`config.mk`:
```
export PLATFORM = sky130hd
export DESIGN_NAME = keypad_scan_ctrl
export DESIGN_NICKNAME = d
export VERILOG_FILES = /design/src/rtl/keypad_scan_ctrl.sv
export SDC_FILE = /design/constraint.sdc
export NUM_CORES = 1
export LEC_CHECK = 0
export ABC_AREA = 1
export ABC_CLOCK_PERIOD_IN_PS = 3810
export CORE_MARGIN = 2
export CORE_UTILIZATION = 55
export DETAILED_ROUTE_END_ITERATION = 8
export PLACE_DENSITY = 0.74
export SYNTH_ARGS = -nofsm -noshare
export SYNTH_HDL_FRONTEND = slang
export SYNTH_SLANG_ARGS = --single-unit
```
`constraint.sdc`:
```
create_clock -name clk -period 3.81 [get_ports clk]
set_input_delay 0.5715 -clock clk [delete_from_list [all_inputs] [get_ports clk]]
set_output_delay 0.5715 -clock clk [all_outputs]
set_load 0.03 [all_outputs]
```
`src/rtl/keypad_scan_ctrl.sv`:
```
`timescale 1ns/1ps
// keypad_scan_ctrl: column-scanning 4x4 keypad controller.
// Drives one column low at a time, samples the synchronized rows, debounces a
// press, hands the encoded key {row, col} over a valid/ready handshake, then
// waits for a debounced release before scanning again.
// Optional build macro: KEYPAD_MULTIKEY_REJECT_EN (reject patterns with more
// than one row low; undefined by default, multi-row patterns accepted).
module keypad_scan_ctrl #(
    parameter int SCAN_DIV      = 16,
    parameter int STABLE_CYCLES = 1000
) (
    input  logic       clk,
    input  logic       rst,
    input  logic [3:0] filas_in,
    output logic [3:0] columnas_out,
    output logic [3:0] key_code,
    output logic       key_valid,
    input  logic       key_ready
);

    localparam logic [1:0] ST_SCAN     = 2'd0;
    localparam logic [1:0] ST_DEBOUNCE = 2'd1;
    localparam logic [1:0] ST_VALID    = 2'd2;
    localparam logic [1:0] ST_RELEASE  = 2'd3;

    localparam logic [15:0] DWELL_LAST = 16'(SCAN_DIV - 1);
    localparam logic [15:0] STAB_LAST  = 16'(STABLE_CYCLES - 1);

    logic [3:0]  filasMeta_q;
    logic [3:0]  filasS_q;
    logic [1:0]  state_q,   state_d;
    logic [1:0]  colIdx_q,  colIdx_d;
    logic [1:0]  rowIdx_q,  rowIdx_d;
    logic [15:0] dwell_q,   dwell_d;
    logic [15:0] stab_q,    stab_d;
    logic [3:0]  pat_q,     pat_d;
    logic [3:0]  keyCode_q, keyCode_d;
    logic        sampleHit;

    // Index of the lowest-numbered row line pulled low.
    function automatic logic [1:0] lowZero(input logic [3:0] f);
        if (!f[0])      return 2'd0;
        else if (!f[1]) return 2'd1;
        else if (!f[2]) return 2'd2;
        else            return 2'd3;
    endfunction

    // True when more than one row line is low.
    function automatic logic multiZero(input logic [3:0] f);
        logic [3:0] z;
        z = ~f;
        return (z & (z - 4'd1)) != 4'd0;
    endfunction

`ifdef KEYPAD_MULTIKEY_REJECT_EN
    assign sampleHit = (filasS_q != 4'hF) && !multiZero(filasS_q);
`else
    assign sampleHit = (filasS_q != 4'hF);
`endif

    assign columnas_out = ~(4'b0001 << colIdx_q);
    assign key_code     = keyCode_q;
    assign key_valid    = (state_q == ST_VALID);

    // Two-flop synchronizer for the asynchronous row lines, idles released.
    always_ff @(posedge clk) begin
        if (rst) begin
            filasMeta_q <= 4'hF;
            filasS_q    <= 4'hF;
        end else begin
            filasMeta_q <= filas_in;
            filasS_q    <= filasMeta_q;
        end
    end

    // Next-state logic for scan, debounce, handshake and release tracking.
    always_comb begin
        state_d   = state_q;
        colIdx_d  = colIdx_q;
        rowIdx_d  = rowIdx_q;
        dwell_d   = dwell_q;
        stab_d    = stab_q;
        pat_d     = pat_q;
        keyCode_d = keyCode_q;
        case (state_q)
            ST_SCAN: begin
                if (dwell_q == DWELL_LAST) begin
                    dwell_d = 16'd0;
                    if (sampleHit) begin
                        pat_d    = filasS_q;
                        rowIdx_d = lowZero(filasS_q);
                        stab_d   = 16'd0;
                        state_d  = ST_DEBOUNCE;
                    end else begin
                        colIdx_d = colIdx_q + 2'd1;
                    end
                end else begin
                    dwell_d = dwell_q + 16'd1;
                end
            end
            ST_DEBOUNCE: begin
                if (filasS_q == pat_q) begin
                    if (stab_q == STAB_LAST) begin
                        state_d   = ST_VALID;
                        keyCode_d = {rowIdx_q, colIdx_q};
                        stab_d    = 16'd0;
                    end else begin
                        stab_d = stab_q + 16'd1;
                    end
                end else begin
                    state_d  = ST_SCAN;
                    colIdx_d = colIdx_q + 2'd1;
                    stab_d   = 16'd0;
                    dwell_d  = 16'd0;
                end
            end
            ST_VALID: begin
                if (key_ready) begin
                    state_d = ST_RELEASE;
                    stab_d  = 16'd0;
                end
            end
            ST_RELEASE: begin
                if (filasS_q == 4'hF) begin
                    if (stab_q == STAB_LAST) begin
                        state_d  = ST_SCAN;
                        colIdx_d = 2'd0;
                        dwell_d  = 16'd0;
                        stab_d   = 16'd0;
                    end else begin
                        stab_d = stab_q + 16'd1;
                    end
                end else begin
                    stab_d = 16'd0;
                end
            end
            default: begin
                state_d = ST_SCAN;
            end
        endcase
    end

    // Controller state registers; reset discards any pending key.
    always_ff @(posedge clk) begin
        if (rst) begin
            state_q   <= ST_SCAN;
            colIdx_q  <= 2'd0;
            rowIdx_q  <= 2'd0;
            dwell_q   <= 16'd0;
            stab_q    <= 16'd0;
            pat_q     <= 4'hF;
            keyCode_q <= 4'h0;
        end else begin
            state_q   <= state_d;
            colIdx_q  <= colIdx_d;
            rowIdx_q  <= rowIdx_d;
            dwell_q   <= dwell_d;
            stab_q    <= stab_d;
            pat_q     <= pat_d;
            keyCode_q <= keyCode_d;
        end
    end

endmodule

```
==> results of run 1 <==
==> worst reg2reg max path, cell delays in order, from the launching register on <==
cell and delay [ns]:
dfxtp_1 0.85, nor2_2 0.16, nand2_1 0.16, o21ai_4 0.08, a21oi_4 0.35, nand2_2 0.24
nand2_2 0.17, nor2_1 0.07
==> area by class of cell <==
cell class              instances  area share, %
inverters                      57           6.30
well taps                      72           2.65
repair buffers                 16           4.64
clock inverters                 3          0.663
flip-flops and latches         54           31.8
clock buffers                   5           2.03
multi-input cells             366           51.9
==> kinds of logic after synthesis <==
logic type,Yosys count
fa+ha+maj,6
flops,54
buf+inv,70
xor+xnor,8
simple gates,298
compound gates,54
==> layout by cell type (no fill, tap or decap), drive strengths merged, types with 2 or more instances in the layout <==
master         netlist  routed
nand2              138     138
nor2                92      92
inv                 56      58
dfxtp               54      54
nand3               35      35
a21oi               27      27
o21ai               21      21
clkdlybuf4s50        0      15
nor3                11      11
nand4               10      10
or2                 10      10
xor2                 6       6
ha                   6       6
clkbuf               5       5
o21bai               4       4
xnor2                2       2
clkinv               1       2
==> path summary, 6_finish.rpt <==
| check | slack, ns | cells past startpoint | startpoint | endpoint |
|---|---|---|---|---|
| setup / recovery | 1.31 | 2 | state_q[0]$_SDFFE_PP0P_ | key_valid |
| hold / removal | 0.42 | 1 | filasMeta_q[1]$_SDFF_PP1_ | filasS_q[1]$_SDFF_PP1_ |
| setup reg to reg | 1.63 | 7 | state_q[0]$_SDFFE_PP0P_ | stab_q[1]$_SDFFE_PP0P_ |
| hold reg to reg | 0.42 | 1 | filasMeta_q[1]$_SDFF_PP1_ | filasS_q[1]$_SDFF_PP1_ |
==> report_power, final <==
part / leakage [nW] / switching [mW] / internal, mW
combinational: 0.969 / 0.0291 / 0.0204
sequential: 0.438 / 0.00467 / 0.571
clock: 0.0489 / 0.201 / 0.133
total: 1.46 / 0.235 / 0.725
==> through the flow <==
stage	setup slack [ns]	total power, mW
3_5_place_dp	1.67	0.638
6_report	1.31	0.959
3_3_place_gp	1.65	0.637
4_1_cts	1.29	0.973
5_1_grt	1.19	1.00
2_1_floorplan	2.21	0.623
==> metal layers <==
metal  vias up  share of wire (%)  GRT usage (%)
met5         -                  0              0
met4         0                1.3           7.07
met3         8                4.4           4.19
met2        60                 44           37.5
met1      1299                 50           30.2
li1       1556                  -              -
==> sequential cells by signal (all words and copies together) (netlist names), named ones only <==
| signal | cells |
|---|---|
| stab_q | 16 |
| filasS_q | 4 |
| pat_q | 4 |
| state_q | 1 |
| dwell_q | 16 |
| colIdx_q | 2 |
| filasMeta_q | 4 |
| key_code | 4 |
| rowIdx_q | 2 |
==> impl_metrics.csv, run 1 <==
group,metric,value,unit
power,irDropWorstVdd,0.231,mV
floorplanning,dieHeight,79.7,µm
cts,cts_tree,"built",
cts,hold_buffers,0,
timing,hold_viol,0,
synth,ys_top_cells_by_area,"dfxtp_1 34%, nand2_1 15%, nor2_1 10%",
cells_and_area,drive_above_1_share,8.98,%
synth,synth.top_cells.by_count,"128 x nand2_1, 84 x nor2_1, 54 x dfxtp_1, 50 x inv_1, 34 x nand3_1",
detailed_routing,routedWlPerCell,11.5,µm
global_route,gr-total-overflow,0,
global_route,grt_pass1_wl,11600,µm
synth,ys_ff_latch,54,
global_route,grt_antenna_before_repair,0,
cells_and_area,seq_area,1080,µm²
power,power_density,283,nW/µm²
cells_and_area,fin_cells,573,
synth,synth_warnings,0,
critical_path,critPathArrivalTime,1.93,ns
synth,syn_area_per_cell,6.43,µm²
floorplanning,coreArea,5510,µm²
cells_and_area,postLayoutCellArea,3390,µm²
critical_path,cp-end-kind,"output port",
critical_path,slowest_delay,0.85,ns
cts,cts_root_buffer,"clkbuf_8",
synth,synth_cell_types,35,
critical_path,slowest_stage,"dfxtp_1",
detailed_routing,wl,6590,µm
global_route,grt_usage,22.8,%
placement,portBuffers,15,
critical_path,cp_data_required_time,3.24,ns
cells_and_area,n_antenna_cell,0,
synth,yosys.area.top_type,"dfxtp_1",
synth,async_flop_share,0,%
cells_and_area,multi_input_area,1760,µm²
synth,yosysMostFrequentCell,"nand2_1",
run_status,status,"completed",
synth,syn-cell-area,3150,µm²
timing,worst_hold_slack,0.417,ns
synth,synth_edf_count,0,
synth,synth_compound_area_share,9.73,%
critical_path,crit_buf_inv,1,
detailed_routing,vias,2923,
timing,fin_crit,2.50,ns
placement,postPlaceCellArea,3300,µm²
cts,cts_buffers,5,
critical_path,critPathMaxFanout,22,
critical_path,crit_chain,"nor2_2 -> clkdlybuf4s50_1",
detailed_routing,drtIter0Drc,149,
cts,worstSkewPairLatency,0.32,ns
timing,maxSlewViolCount,0,
run,maxCapViolCount,0,
cts,clock_path_buffers,2,
timing,rsz0062_at_grt,"false",
synth,synthFlopType,"dfxtp_1",
global_route,grt_pass1_vias,2639,
placement,dpl.hpwl,4750,µm
floorplanning,initial_core_util,57.2,%
cts,clk_pin_slew,0.10,ns
timing,worst_pin_slew,0.792,ns
floorplanning,ios,16,
cells_and_area,final_core_util,61.6,%
timing,setup_viol,0,
synth,yosys.area_share.simple,41.6,%
timing,maxSlewHeadroom,47.1,%
critical_path,startpoint_type,"flip-flop",
timing,fmax,0.400,GHz
floorplanning,num_rows,27,
floorplanning,die-area,6350,µm²
timing,fin_setup_tns,0,ns
cells_and_area,nFillCells,548,
placement,place_congestion,0.905,
synth,synth_top_family_by_area,"simple AND/OR/NAND/NOR gates",
global_route,grt_start_max_net_pins,36,
critical_path,criticalPathCategory,"reg2out",
detailed_routing,viasPerCell,5.10,
detailed_routing,drt_pass1_iterations,4,
timing,fin_crit_sh,65.6,%
synth,synth_cells,490,
floorplanning,dieWidth,79.7,µm
worst_hold_path,hp-class,"reg2reg",
placement,dp_cells,565,
synth,synthXorXnorAreaFrac,2.22,%
timing,fin_skew,0.0164,ns
detailed_routing,postRouteAntennaNets,0,
synth,synthAdderAreaFrac,2.38,%
cells_and_area,final_net_count,513,
synth,synth_nets,503,
synth,yosysSeqAreaShare,34.3,%
cells_and_area,syn_to_final_growth,7.79,%
power,leakage,1.46,nW
cts,cts_num_sinks,54,
cts,cts_max_level,2,
critical_path,cpLargestDelayFamily,"flip-flops",
synth,synth_top_area_share,34.3,%
cts,cts-resized-gates,0,
synth,synthMuxAreaShare,0,%
cts,cts_setup_buffers,0,
detailed_routing,drc,0,
(Power assumes the default switching activity.)
==> run 2: changes to the inputs <==
--- a/config.mk
+++ b/config.mk
@@ -6,11 +6,11 @@
 export NUM_CORES = 1
 export LEC_CHECK = 0
 export ABC_AREA = 1
-export ABC_CLOCK_PERIOD_IN_PS = 3810
+export ABC_CLOCK_PERIOD_IN_PS = 2100
 export CORE_MARGIN = 2
-export CORE_UTILIZATION = 55
+export CORE_UTILIZATION = 54
 export DETAILED_ROUTE_END_ITERATION = 8
-export PLACE_DENSITY = 0.74
+export PLACE_DENSITY = 0.76
 export SYNTH_ARGS = -nofsm -noshare
 export SYNTH_HDL_FRONTEND = slang
 export SYNTH_SLANG_ARGS = --single-unit
==> constraint.sdc (replaced) <==
create_clock -name clk -period 2.1 [get_ports clk]
set_input_delay 0.315 -clock clk [delete_from_list [all_inputs] [get_ports clk]]
set_output_delay 0.315 -clock clk [all_outputs]
set_load 0.03 [all_outputs]
==> run 2 against run 1 <==
  * Non-clock buffer count up 4
  * Register-to-register slack worse by 1.3 ns
  * Clock power up 87%
  * Flip-flop and latch count unchanged
  * Via count up 1.2%
  * Cell area up 1.3%
  * Sequential power up 81%
  * Combinational power up 83%
==> impl_metrics.csv, run 2 (same netlist as run 1, synthesis figures left out) <==
group,metric,value,unit
critical_path,ff2ff_setup_slack,0.30,ns
critical_path,crit_buf_inv,3,
cells_and_area,final_cell_mix,"128 x nand2_1, 84 x nor2_1, 54 x dfxtp_1",
worst_hold_path,hold_end,"filasS_q[2]$_SDFF_PP1_",
global_route,grt_antenna_before_repair,0,
run_status,status,"completed",
critical_path,slowest_delay,0.66,ns
critical_path,crit_chain,"inv_1 -> ha_1 -> inv_1 -> clkdlybuf4s50_1",
floorplanning,initial_core_util,56.5,%
timing,worst_hold_slack,0.420,ns
detailed_routing,viasPerCell,5.13,
global_route,grt_pass1_vias,2720,
detailed_routing,drtIter0Drc,209,
cells_and_area,final_net_count,517,
placement,portBuffers,15,
global_route,use_met2,37.3,%
global_route,grt_pass1_wl,11700,µm
global_route,grt_start_max_net_pins,36,
run,maxCapViolCount,0,
critical_path,cpLargestDelayFamily,"buffers and inverters",
critical_path,crit_top_cell,"inv_1",
floorplanning,dieWidth,80.4,µm
cells_and_area,layout_commonest_cell,"nand2_1",
critical_path,cp_data_required_time,1.78,ns
timing,fin_skew,0.0157,ns
timing,fin_setup_tns,0,ns
placement,place_congestion,0.861,
worst_hold_path,hold_start,"filasMeta_q[2]$_SDFF_PP1_",
timing,hold_viol,0,
cells_and_area,fin_cells,577,
timing,worst_pin_slew,0.510,ns
cts,worstSkewPairLatency,0.32,ns
worst_hold_path,hp-class,"reg2reg",
cts,cts_num_sinks,54,
timing,fin_crit_sh,94.2,%
cts,cts_tree,"built",
timing,maxSlewViolCount,0,
timing,fin_crit,1.98,ns
power,leakage,1.52,nW
critical_path,critPathMaxFanout,4,
cts,clk_pin_slew,0.11,ns
timing,maxSlewHeadroom,65.7,%
cells_and_area,drive_above_1_share,9.70,%
cts,cts_buffers,5,
critical_path,startpoint_type,"flip-flop",
power,irDropWorstVdd,0.433,mV
detailed_routing,wl,6670,µm
global_route,use_met3,3.71,%
global_route,grt.met1_usage,30.8,%
critical_path,regToRegEndpoint,"stab_q[7]$_SDFFE_PP0P_",
timing,fmax,0.505,GHz
cts,cts_max_level,2,
timing,rsz0062_at_grt,"false",
cts,cts_root_buffer,"clkbuf_8",
critical_path,cp-end-kind,"output port",
placement,preCtsSetupSlack,0.332,ns
detailed_routing,vias,2958,
floorplanning,dieHeight,80.4,µm
global_route,gr-total-overflow,0,
timing,setup_slack,0.121,ns
detailed_routing,routedWlPerCell,11.6,µm
detailed_routing,drt_pass1_iterations,4,
placement,dp_cells,569,
cells_and_area,reg_top3,"dwell_q (16), stab_q (16)",
floorplanning,num_rows,27,
cts,clock_path_buffers,2,
critical_path,critPathArrivalTime,1.66,ns
timing,setup_viol,0,
detailed_routing,postRouteAntennaNets,0,
floorplanning,die-area,6460,µm²
floorplanning,ios,16,
critical_path,criticalPathCategory,"reg2out",
global_route,grt_usage,22.4,%
detailed_routing,drc,0,
cells_and_area,syn_to_final_growth,9.18,%
floorplanning,coreArea,5570,µm²
power,power_density,512,nW/µm²
global_route,grt.busiest_layer,"met2",
critical_path,r2r_start,"dwell_q[0]$_SDFFE_PP0P_",
critical_path,slowest_stage,"clkdlybuf4s50_1",
cells_and_area,n_antenna_cell,0,
worst_hold_path,holdPathStages,1,
critical_path,ff2ff_path_depth,10,
placement,dpl.hpwl,4890,µm
[run 2: changes by cell type in the layout (fill, tap and decap cells not counted), sizes merged]
cell / delta
inv: -1
dlymetal6s2s: +3
clkdlybuf4s50: -3
clkinv: +1
buf: +4
[run 2: worst max-delay path by stage]
stage,start,endpoint,slack [ns],depth (start not counted)
finish,colIdx_q[1]$_SDFFE_PP0P_,columnas_out[1],0.12,4
detailed placement,dwell_q[0]$_SDFFE_PP0P_,stab_q[7]$_SDFFE_PP0P_,0.33,10
global route,colIdx_q[1]$_SDFFE_PP0P_,columnas_out[1],0.02,4
CTS,colIdx_q[0]$_SDFFE_PP0P_,columnas_out[2],0.04,4
global placement,dwell_q[0]$_SDFFE_PP0P_,stab_q[7]$_SDFFE_PP0P_,0.39,10
floorplan,flip-flop,stab_q[10]$_SDFFE_PP0P_,0.50,10
[run 2: final cells by class]
class / instances / area (µm²)
sequential: 54 / 1080
tap: 72 / 90.1
clock inverter: 3 / 28.8
fill: 558 / 2140
inverter: 57 / 214
timing repair buffer: 20 / 195
multi-input combinational: 366 / 1760
clock buffer: 5 / 68.8
[run 2: timing repair]
action	in CTS	in global routing
setup buffers	0	0
resized for setup	0	3
hold buffers	0	0
endpoints found under the setup margin	0	3
[run 2: metrics by stage]
stage	utilization (%)	cell area, µm²	power, mW
2_1_floorplan	-	3150	1.13
3_3_place_gp	59.8	3330	1.16
3_5_place_dp	59.8	3330	1.16
4_1_cts	61.5	3430	1.77
5_1_grt	61.7	3440	1.83
6_report	61.7	3440	1.76
[run 2: per-layer routing]
layer | wire [µm] | vias up
met1 | 3370 | 1324
met2 | 2960 | 62
met5 | 0 | -
met4 | 44 | 0
li1 | - | 1567
met3 | 284 | 5
[run 2: power breakdown]
group	total [mW]	switching [mW]	internal, mW
clock network	0.626	0.378	0.248
logic	0.0904	0.0532	0.0372
registers	1.04	0.00837	1.04
total	1.76	0.440	1.32
